===== src/rtl/fetch_unit_pkg.sv =====
// fetch_unit shared definitions.
// Default widths and the fetch reset vector.
package fetch_unit_pkg;

  localparam int WORD_SIZE_D = 32;
  localparam int ADDR_BITS_D = 8;
  localparam int DEPTH_D     = 4;

  localparam logic [31:0] FETCH_RESET_PC = 32'h0;

endpackage


===== src/rtl/fetch_unit_if.sv =====
// fetch_unit bus: imem port, redirect input,
// decode handshake and debug taps.
interface fetch_unit_if
  import fetch_unit_pkg::*;
#(
  parameter int WORD_SIZE = WORD_SIZE_D,
  parameter int ADDR_BITS = ADDR_BITS_D,
  parameter int DEPTH     = DEPTH_D
);

  localparam int CW = $clog2(DEPTH) + 1;

  logic                 imem_req;
  logic [ADDR_BITS-1:0] imem_addr;
  logic [WORD_SIZE-1:0] imem_rdata;
  logic                 redirect;
  logic [WORD_SIZE-1:0] redirect_pc;
  logic                 instr_valid;
  logic                 instr_ready;
  logic [WORD_SIZE-1:0] instr_out;
  logic [WORD_SIZE-1:0] instr_pc;
  logic [WORD_SIZE-1:0] fetch_pc;
  logic [CW-1:0]        fifo_count;

  modport master (
    output imem_req, imem_addr,
    input  imem_rdata,
    input  redirect, redirect_pc,
    output instr_valid, instr_out, instr_pc,
    input  instr_ready,
    output fetch_pc, fifo_count
  );

  modport slave (
    input  imem_req, imem_addr,
    output imem_rdata,
    output redirect, redirect_pc,
    input  instr_valid, instr_out, instr_pc,
    output instr_ready,
    input  fetch_pc, fifo_count
  );

endinterface


===== src/rtl/fetch_fifo.sv =====
// Prefetch FIFO with flush; head read from the
// read pointer, pointers carry an extra wrap bit.
module fetch_fifo
  import fetch_unit_pkg::*;
#(
  parameter int WIDTH = 2 * WORD_SIZE_D,
  parameter int DEPTH = DEPTH_D
) (
  input  logic                     clk,
  input  logic                     rst,
  input  logic                     flush,
  input  logic                     push,
  input  logic [WIDTH-1:0]         din,
  input  logic                     pop,
  output logic [WIDTH-1:0]         dout,
  output logic [$clog2(DEPTH):0]   count,
  output logic                     full,
  output logic                     empty
);

  localparam int AW = $clog2(DEPTH);

  logic [WIDTH-1:0] mem [DEPTH];
  logic [AW:0]      wr_ptr;
  logic [AW:0]      rd_ptr;
  logic             do_push;
  logic             do_pop;

  assign count   = wr_ptr - rd_ptr;
  assign full    = count == (AW+1)'(DEPTH);
  assign empty   = count == '0;
  assign do_pop  = pop && !empty;
  assign do_push = push && (!full || do_pop);
  assign dout    = mem[rd_ptr[AW-1:0]];

  // Pointer update; flush and reset empty the queue.
  always_ff @(posedge clk) begin
    if (rst || flush) begin
      wr_ptr <= '0;
      rd_ptr <= '0;
    end else begin
      if (do_push) wr_ptr <= wr_ptr + 1'b1;
      if (do_pop)  rd_ptr <= rd_ptr + 1'b1;
    end
  end

  // Entry storage; contents are don't-care when empty.
  always_ff @(posedge clk) begin
    if (do_push) mem[wr_ptr[AW-1:0]] <= din;
  end

endmodule


===== src/rtl/fetch_unit.sv =====
// Instruction fetch front end: PC, in-flight
// tracking, request throttling and redirect kill.
module fetch_unit
  import fetch_unit_pkg::*;
#(
  parameter int WORD_SIZE = WORD_SIZE_D,
  parameter int ADDR_BITS = ADDR_BITS_D,
  parameter int DEPTH     = DEPTH_D
) (
  input logic          clk,
  input logic          rst,
  fetch_unit_if.master bus
);

  localparam int CW = $clog2(DEPTH) + 1;

  logic [WORD_SIZE-1:0]   pc;
  logic                   inflight;
  logic [WORD_SIZE-1:0]   inflight_pc;
  logic [CW-1:0]          cnt;
  logic [CW:0]            sum;
  logic                   req;
  logic                   push;
  logic                   pop;
  logic                   full;
  logic                   empty;
  logic [2*WORD_SIZE-1:0] head;

  assign sum  = {1'b0, cnt} + {{CW{1'b0}}, inflight};
  assign req  = !rst && !bus.redirect
             && (sum < (CW+1)'(DEPTH));
  assign push = inflight && !bus.redirect && !full;
  assign pop  = !empty && bus.instr_ready
             && !bus.redirect;

  assign bus.imem_req    = req;
  assign bus.imem_addr   = pc[ADDR_BITS+1:2];
  assign bus.fetch_pc    = pc;
  assign bus.fifo_count  = cnt;
  assign bus.instr_valid = !empty;
  assign {bus.instr_out, bus.instr_pc} = head;

  // PC and in-flight tracking; redirect beats request.
  always_ff @(posedge clk) begin
    if (rst) begin
      pc          <= WORD_SIZE'(FETCH_RESET_PC);
      inflight    <= 1'b0;
      inflight_pc <= '0;
    end else if (bus.redirect) begin
      pc       <= {bus.redirect_pc[WORD_SIZE-1:2], 2'b00};
      inflight <= 1'b0;
    end else if (req) begin
      pc          <= pc + WORD_SIZE'(4);
      inflight    <= 1'b1;
      inflight_pc <= pc;
    end else begin
      inflight <= 1'b0;
    end
  end

  fetch_fifo #(
    .WIDTH (2 * WORD_SIZE),
    .DEPTH (DEPTH)
  ) u_fifo (
    .clk   (clk),
    .rst   (rst),
    .flush (bus.redirect),
    .push  (push),
    .din   ({bus.imem_rdata, inflight_pc}),
    .pop   (pop),
    .dout  (head),
    .count (cnt),
    .full  (full),
    .empty (empty)
  );

endmodule


===== src/flat_wrapper.sv =====
// flat-port wrapper written by rule: the top's interface ports become plain ports
module fetch_unit_flat import fetch_unit_pkg::*;
#(
  parameter int WORD_SIZE = WORD_SIZE_D,
  parameter int ADDR_BITS = ADDR_BITS_D,
  parameter int DEPTH     = DEPTH_D
)
  (clk, rst, bus_imem_req, bus_imem_addr, bus_imem_rdata, bus_redirect, bus_redirect_pc, bus_instr_valid, bus_instr_out, bus_instr_pc, bus_instr_ready, bus_fetch_pc, bus_fifo_count);
  fetch_unit_if #(.WORD_SIZE(WORD_SIZE), .ADDR_BITS(ADDR_BITS), .DEPTH(DEPTH)) bus_i ();
  input logic clk;
  input logic rst;
  output wire logic [$bits(bus_i.imem_req)-1:0] bus_imem_req;
  output wire logic [$bits(bus_i.imem_addr)-1:0] bus_imem_addr;
  input wire logic [$bits(bus_i.imem_rdata)-1:0] bus_imem_rdata;
  input wire logic [$bits(bus_i.redirect)-1:0] bus_redirect;
  input wire logic [$bits(bus_i.redirect_pc)-1:0] bus_redirect_pc;
  output wire logic [$bits(bus_i.instr_valid)-1:0] bus_instr_valid;
  output wire logic [$bits(bus_i.instr_out)-1:0] bus_instr_out;
  output wire logic [$bits(bus_i.instr_pc)-1:0] bus_instr_pc;
  input wire logic [$bits(bus_i.instr_ready)-1:0] bus_instr_ready;
  output wire logic [$bits(bus_i.fetch_pc)-1:0] bus_fetch_pc;
  output wire logic [$bits(bus_i.fifo_count)-1:0] bus_fifo_count;
  assign bus_imem_req = bus_i.imem_req;
  assign bus_imem_addr = bus_i.imem_addr;
  assign bus_i.imem_rdata = bus_imem_rdata;
  assign bus_i.redirect = bus_redirect;
  assign bus_i.redirect_pc = bus_redirect_pc;
  assign bus_instr_valid = bus_i.instr_valid;
  assign bus_instr_out = bus_i.instr_out;
  assign bus_instr_pc = bus_i.instr_pc;
  assign bus_i.instr_ready = bus_instr_ready;
  assign bus_fetch_pc = bus_i.fetch_pc;
  assign bus_fifo_count = bus_i.fifo_count;
  fetch_unit #(.WORD_SIZE(WORD_SIZE), .ADDR_BITS(ADDR_BITS), .DEPTH(DEPTH)) u_core (.clk(clk), .rst(rst), .bus(bus_i));
endmodule

===== config.mk =====
export PLATFORM = sky130hd
export DESIGN_NAME = fetch_unit_flat
export DESIGN_NICKNAME = d
export VERILOG_FILES = /design/src/rtl/fetch_unit_pkg.sv /design/src/rtl/fetch_unit_if.sv /design/src/rtl/fetch_fifo.sv /design/src/rtl/fetch_unit.sv /design/src/flat_wrapper.sv
export SDC_FILE = /design/constraint.sdc
export NUM_CORES = 1
export LEC_CHECK = 0
export BUFFER_PORTS_ARGS = -buffer_cell sky130_fd_sc_hd__buf_2
export CAP_MARGIN = 20
export CORE_MARGIN = 2
export CORE_UTILIZATION = 47
export CTS_BUF_LIST = sky130_fd_sc_hd__clkbuf_8
export CTS_CLUSTER_SIZE = 25
export DETAILED_ROUTE_END_ITERATION = 7
export PLACE_DENSITY = 0.69
export SYNTH_ARGS = -nofsm -noshare
export SYNTH_HDL_FRONTEND = slang
export SYNTH_HIERARCHICAL = 1
export SYNTH_SLANG_ARGS = --single-unit

===== constraint.sdc =====
create_clock -name clk -period 6.39 [get_ports clk]
set_input_delay 0 -clock clk [delete_from_list [all_inputs] [get_ports clk]]
set_output_delay 0 -clock clk [all_outputs]
set_load 0.05 [all_outputs]

# ---- Yosys cells after proc, flatten, opt, wreduce, memory -nomap -nowiden
# Memories as Yosys holds them, arrays and structs flattened. A register that Yosys moved wholly into a read port is not among the register bits.
# Cells that the tools add are included.
dict set report classes {
  div_mod_pow 0
  n_reduce_logical 18
  multipliers 0
  bitwise 1
  n_eq_ne 1
  n_addsub 5
  n_shift 0
  n_mux 7
  n_lt_le_gt_ge 1
}
# cell n
set op_table {}
lappend op_table {{two-way mux 32 bit} 2}
lappend op_table {{adder 32 x 3 -> 32 bit, second input constant} 1}
lappend op_table {{logical AND 1 bit} 8}
lappend op_table {{adder 3 x 1 -> 3 bit, second input constant} 2}
lappend op_table {{adder 3 x 1 -> 4 bit} 1}
lappend op_table {{logical NOT 1 bit} 4}
lappend op_table {{less-than comparator 4 x 3 -> 1 bit, second input constant} 1}
lappend op_table {{two-way mux 2 bit} 2}
lappend op_table {{== test 3 bit, second input constant} 1}
lappend op_table {{logical NOT 3 bit} 1}
lappend op_table {{two-way mux 1 bit} 3}
lappend op_table {{subtractor 3 bit} 1}
lappend op_table {{logical OR 1 bit} 2}
lappend op_table {{AND reduction 2 bit} 1}
lappend op_table {{nonzero test 2 bit} 1}
lappend op_table {{OR reduction 2 bit} 1}
lappend op_table {{NOT 1 bit} 1}
dict set report totals {
  ram_bits 256
  output_inout_bits 109
  latchBits 0
  input_bits 68
  ff_bits 71
  word_cells 40
  rom_bits 0
  n_memories 1
}
# memory depth width read_ports rd_ports_with_merged_regs wr line
set mem_list {}
lappend mem_list {u_core.u_fifo.mem 4 64 1 1 1 fetch_fifo.sv:23} ;# logic [WIDTH-1:0] mem [DEPTH];

# ---- Logic depth before layout (Yosys ltp)
dict set report depth {
  ltp_word 10
  depth_mapped 11
  depth_no_buf 11
}

# ---- By module
# The synthesis kept the hierarchy.
# mod n_inst area_per_inst_um2 cells_each
set by_module_without_submodules {}
lappend by_module_without_submodules {fetch_fifo 1 9710.6 389}
lappend by_module_without_submodules {fetch_unit 1 3091.7 392}

# ---- Worst setup path before layout
# OpenSTA, ideal clock, no wires.
dict set report synth_path {
  kind {register to register}
  start {register u_core.u_fifo.wr_ptr[0]}
  end {memory u_core/u_fifo/mem[0][0] (netlist name), enable pin}
  setup_ps 429
  path_stages_with_launch 11
  required_ps 5961
  synth_period_minus_slack_ps 4752
  arrival_time_ps 4323
  path_slack_ps 1638
  path_cell_list {dfxtp_1 > inv_1 > ha_1 > fa_1 > xnor3_1 > inv_1 > nor2_1 > inv_1 > and3_1 > o31a_1 > and2_1}
}
dict set report synth_between {
  elab_chain_len 10
}
# item line
set synth_lines {}
lappend synth_lines {{start: declaration} fetch_fifo.sv:24} ;# logic [AW:0] wr_ptr;
lappend synth_lines {{start signal: assignment} fetch_fifo.sv:42} ;# if (do_push) wr_ptr <= wr_ptr + 1'b1;
lappend synth_lines {{subtractor 3 bit} fetch_fifo.sv:29} ;# assign count = wr_ptr - rd_ptr;
lappend synth_lines {{named net bus_fifo_count[2]} flat_wrapper.sv:22} ;# output wire logic [$bits(bus_i.fifo_count)-1:0] bus_fifo_count;
lappend synth_lines {{logical NOT 3 bit} fetch_fifo.sv:31} ;# assign empty = count == '0;
lappend synth_lines {{named net u_core.empty} fetch_unit.sv:26} ;# logic empty;
lappend synth_lines {{logical NOT 1 bit} n/a}
lappend synth_lines {{named net bus_instr_valid} flat_wrapper.sv:17} ;# output wire logic [$bits(bus_i.instr_valid)-1:0] bus_instr_valid;
lappend synth_lines {{logical AND 1 bit} fetch_unit.sv:33} ;# assign pop = !empty && bus.instr_ready
lappend synth_lines {{logical AND 1 bit} fetch_unit.sv:34} ;# && !bus.redirect;
lappend synth_lines {{named net u_core.pop} fetch_unit.sv:24} ;# logic pop;
lappend synth_lines {{logical AND 1 bit} fetch_fifo.sv:32} ;# assign do_pop = pop && !empty;
lappend synth_lines {{logical OR 1 bit} fetch_fifo.sv:33} ;# assign do_push = push && (!full || do_pop);
lappend synth_lines {{logical AND 1 bit} fetch_fifo.sv:33}
lappend synth_lines {{two-way mux 1 bit} fetch_fifo.sv:49} ;# if (do_push) mem[wr_ptr[AW-1:0]] <= din;
lappend synth_lines {{two-way mux 1 bit (not written as such)} fetch_fifo.sv:49}
lappend synth_lines {{end: declaration} fetch_fifo.sv:23}
# The timed path passes the listed nets, and every way through them passes these cells.

# ---- Worst setup path in the final report
dict set report layout_path {
  start {register u_core.u_fifo.wr_ptr[0]}
  end {memory u_core/u_fifo/mem[1][53] (netlist name), enable pin}
}
dict set report layout_between {
  elab_chain_len 10
}
# item line
set layout_lines {}
lappend layout_lines {{subtractor 3 bit} fetch_fifo.sv:29}
lappend layout_lines {{logical NOT 3 bit} fetch_fifo.sv:31}
lappend layout_lines {{named net u_core.empty} fetch_unit.sv:26}
lappend layout_lines {{logical NOT 1 bit} fetch_unit.sv:33}
lappend layout_lines {{logical AND 1 bit} fetch_unit.sv:33}
lappend layout_lines {{logical AND 1 bit} fetch_unit.sv:34}
lappend layout_lines {{named net u_core.pop} fetch_unit.sv:24}
lappend layout_lines {{logical AND 1 bit} fetch_fifo.sv:32}
lappend layout_lines {{logical OR 1 bit} fetch_fifo.sv:33}
lappend layout_lines {{logical AND 1 bit} fetch_fifo.sv:33}
lappend layout_lines {{two-way mux 1 bit} fetch_fifo.sv:49}
lappend layout_lines {{two-way mux 1 bit (not written as such)} fetch_fifo.sv:49}
# The timed path passes the listed nets, and every way through them passes these cells.

==> flow_summary_export.csv <==
group,metric,value,unit
status,status,"finished, final reports clean",
worst_setup_path,reg2regPathDepth,11,
synthesis,ys.flop_type,"edfxtp_1",
timing,fin_crit_sh,60.7,%
flow_run,maxCapViolCount,0,
global_routing,antenna_found_initial,0,
drt,post_drt_wl_per_cell,19.5,µm
clock_network,numCtsBuffers,53,
synthesis,synth.most_common_cell,"edfxtp_1",
placed_design,dp.final_hpwl,15800,µm
die,dieArea,28600,µm²
worst_setup_path,r2r_end,"u_core/u_fifo/mem[1][53]$_DFFE_PP_",
die,fp-row-count,60,
timing,tightestPinTransition,1.09,ns
drt,num_vias,7703,
clock_network,post-cts-setup-buffers,0,
worst_setup_path,worstPathMaxFanout,36,
timing,slew_viol_final,0,
synthesis,yosys_warnings,6,
worst_setup_path,worst_path_max_delay_cell,"and2_4",
timing,fin_tns_setup,0,ns
cells_and_area,fin_nets,1115,
synthesis,ys_seq_elements,325,
clock_network,htree_levels,2,
clock_network,cts_root_buf,"clkbuf_8",
worst_setup_path,critical-path-max-stage-delay,0.59,ns
worst_setup_path,rrSetupSlack,2.51,ns
die,core,26900,µm²
cells_and_area,synthToLayoutAreaGrowth,23.3,%
worst_setup_path,cp-endpoint,"u_core/u_fifo/mem[1][53]$_DFFE_PP_",
worst_setup_path,crit_chain,"inv_1 > ha_1 > fa_1 > xnor3_1 > inv_1 > nor2_1 > inv_1 > and3_1 > o31a_1 > and2_4 > buf_4",
worst_setup_path,r2r-start,"u_core/u_fifo/wr_ptr[0]$_SDFFE_PP0P_",
synthesis,yosysTopAreaCellShare,60.0,%
die,ios,177,
worst_setup_path,required,6.59,ns
drt,drt_pass1_iterations,7,
worst_setup_path,critical_path_class,"flop to flop",
worst_hold_path,hold_path_class,"input port to flop",
global_routing,grt-ovfl-total,0,
clock_network,clock_latency,0.57,ns
drt,drt_iter0_markers,596,
die,die_w,169,µm
synthesis,ys_seq_area_share,70.8,%
synthesis,async_reset_ff_share,0,%
timing,rsz0062_at_grt,"no",
worst_hold_path,hold_depth,5,
drt,routed_via_density,5.41,
worst_setup_path,critPathCaptureType,"flop",
global_routing,grt_max_degree,73,
clock_network,cts_sinks,325,
placed_design,dpl_worst_slack,2.45,ns
clock_network,cts_max_path_buffers,3,
global_routing,grt_first_pass_wirelength,42700,µm
placed_design,place.gp.congestion,0.816,
pwr,peakVddDrop,158,µV
pwr,p_per_area,292,nW/µm²
synthesis,synthCells,781,
worst_setup_path,startpoint_type,"flop",
global_routing,grt_pass1_vias,7845,
timing,worst_slack,2.51,ns
cells_and_area,regArea,9080,µm²
worst_setup_path,crit_path_start,"u_core/u_fifo/wr_ptr[0]$_SDFFE_PP0P_",
timing,clock.fmax,258,MHz
clock_network,cts_resized,0,
timing,final.setup_skew,0.0160,ns
pwr,power.leakage,0.00549,µW
synthesis,synth_top_cell_by_area,"edfxtp_1",
timing,slew_headroom,27.3,%
die,die_h,169,µm
timing,setup_viol,0,
synthesis,avgSynthCellArea,16.4,µm²
synthesis,synthTopCellsByCount,"256 x edfxtp_1, 96 x nand2_1, 69 x dfxtp_1",
global_routing,grt_use_total,19.4,%
worst_setup_path,crit_top_cell,"inv_1",
synthesis,synth_edf_count,256,
drt,antenna_left,0,
cells_and_area,n_fill_cell,2090,
cells_and_area,diodes,0,
cells_and_area,multi_input_area,3490,µm²
synthesis,synth.area.top_cells,"edfxtp_1 60%, mux4_2 11%, dfxtp_1 11%",
drt,wirelength,27800,µm
synthesis,syn-cell-area,12800,µm²
drt,drc_errors,0,
synthesis,synth_cell_types,57,
timing,finalCriticalPeriod,3.88,ns
worst_setup_path,worstPathArrival,4.08,ns
die,start_util,47.6,%
clock_network,clkTransAtPathRegs,0.06,ns
timing,hold_violations,0,
cells_and_area,drive_gt1_share,31.0,%
placed_design,io_buffer_count,172,
clock_network,cts_tree,"built",
-- cell usage in the layout (no fill, tap or decap), drive strengths merged, types with 12 or more instances in the layout --
cell type	instances
a311oi	13
a21oi	35
edfxtp	256
dfxtp	69
nand3	17
dlygate4sd3	66
mux4	64
nor2	29
nand2	96
buf	177
clkbuf	59
inv	26
or4	12
clkinv	19
-- repair_timing --
action | in CTS | in global routing
endpoints found under the hold margin | 158 | 0
endpoints found under the setup margin | 0 | 0
hold buffers | 66 | 0
-- worst max-delay path: cells and delay by family (launching register included) --
| kind | cells | cell delay, ns |
|---|---|---|
| xor gates and xnor gates | 1 | 0.30 |
| and+or+nand+nor | 3 | 0.94 |
| adders and majority gates | 2 | 0.62 |
| buffers and inverters | 4 | 0.91 |
| AOI/OAI and AO/OA | 1 | 0.31 |
| DFF | 1 | 0.38 |
-- registers in the layout (all words and copies together) (netlist names), named ones only --
name and count:
u_core/u_fifo/mem 256, u_core/bus.fetch_pc 30, u_core/u_fifo/wr_ptr 3, u_core/inflight_pc 30
u_core/inflight 1, u_core/u_fifo/rd_ptr 3
-- final cells by class --
| type | count | share of cell area, % |
|---|---|---|
| multi-input cells | 403 | 22.1 |
| inverters | 13 | 0.309 |
| flip-flops and latches | 325 | 57.5 |
| repair buffers | 243 | 9.87 |
| clock inverters | 40 | 2.42 |
| clock buffers | 59 | 5.14 |
| well taps | 341 | 2.70 |
-- where the power goes --
| part | internal, µW | switching (µW) | total, µW |
|---|---|---|---|
| clock network | 1180 | 803 | 1980 |
| registers | 2310 | 39.8 | 2350 |
| logic | 93.5 | 194 | 288 |
| total | 3580 | 1040 | 4620 |
-- worst min path at each step --
stage | start | to | slack [ns]
global placement | bus_imem_rdata[6] | u_core/u_fifo/mem[3][38]$_DFFE_PP_ | 0.22
finish | bus_instr_ready | u_core/u_fifo/rd_ptr[2]$_SDFFE_PP0P_ | 0.06
global route | bus_instr_ready | u_core/u_fifo/rd_ptr[2]$_SDFFE_PP0P_ | 0.07
detailed placement | bus_imem_rdata[7] | u_core/u_fifo/mem[0][39]$_DFFE_PP_ | 0.22
CTS | bus_instr_ready | u_core/u_fifo/rd_ptr[2]$_SDFFE_PP0P_ | 0.02
floorplan | bus_imem_rdata[0] | u_core/u_fifo/mem[0][32]$_DFFE_PP_ | 0.1
-- kinds of logic after synthesis --
| family | count (synthesis) | share of synthesized area, % |
|---|---|---|
| AND/OR/NAND/NOR | 210 | 8.14 |
| buffers and inverters | 62 | 2.34 |
| flip-flops | 325 | 70.8 |
| adder cells (fa/ha/maj) | 8 | 0.840 |
| multiplexers | 70 | 11.7 |
| other | 1 | 0.0293 |
| AO/OA/AOI/OAI | 93 | 5.16 |
| XOR/XNOR | 12 | 0.928 |
-- metal layers --
metal  global-route usage [%]  vias to the layer above  part of all wire, %
li1                         -                     3594                    -
met1                     25.2                     3808                   42
met2                     32.6                      268                   49
met3                     4.79                       33                  7.3
met4                     5.80                        0                  1.4
met5                        0                        -                    0
-- through the flow --
stage	cell area (µm²)	hold slack [ns]	instances	total power [µW]	util, %
floorplan	12800	0.0989	790	2560	-
global route	15800	0.0711	1424	4780	58.8
global placement	13900	0.217	1259	2640	51.9
finish	15800	0.0577	1424	4620	58.8
detailed placement	13900	0.218	1259	2650	51.9
CTS	15800	0.0175	1424	4660	58.8
Note: power is estimated with default switching activity, not from simulation.
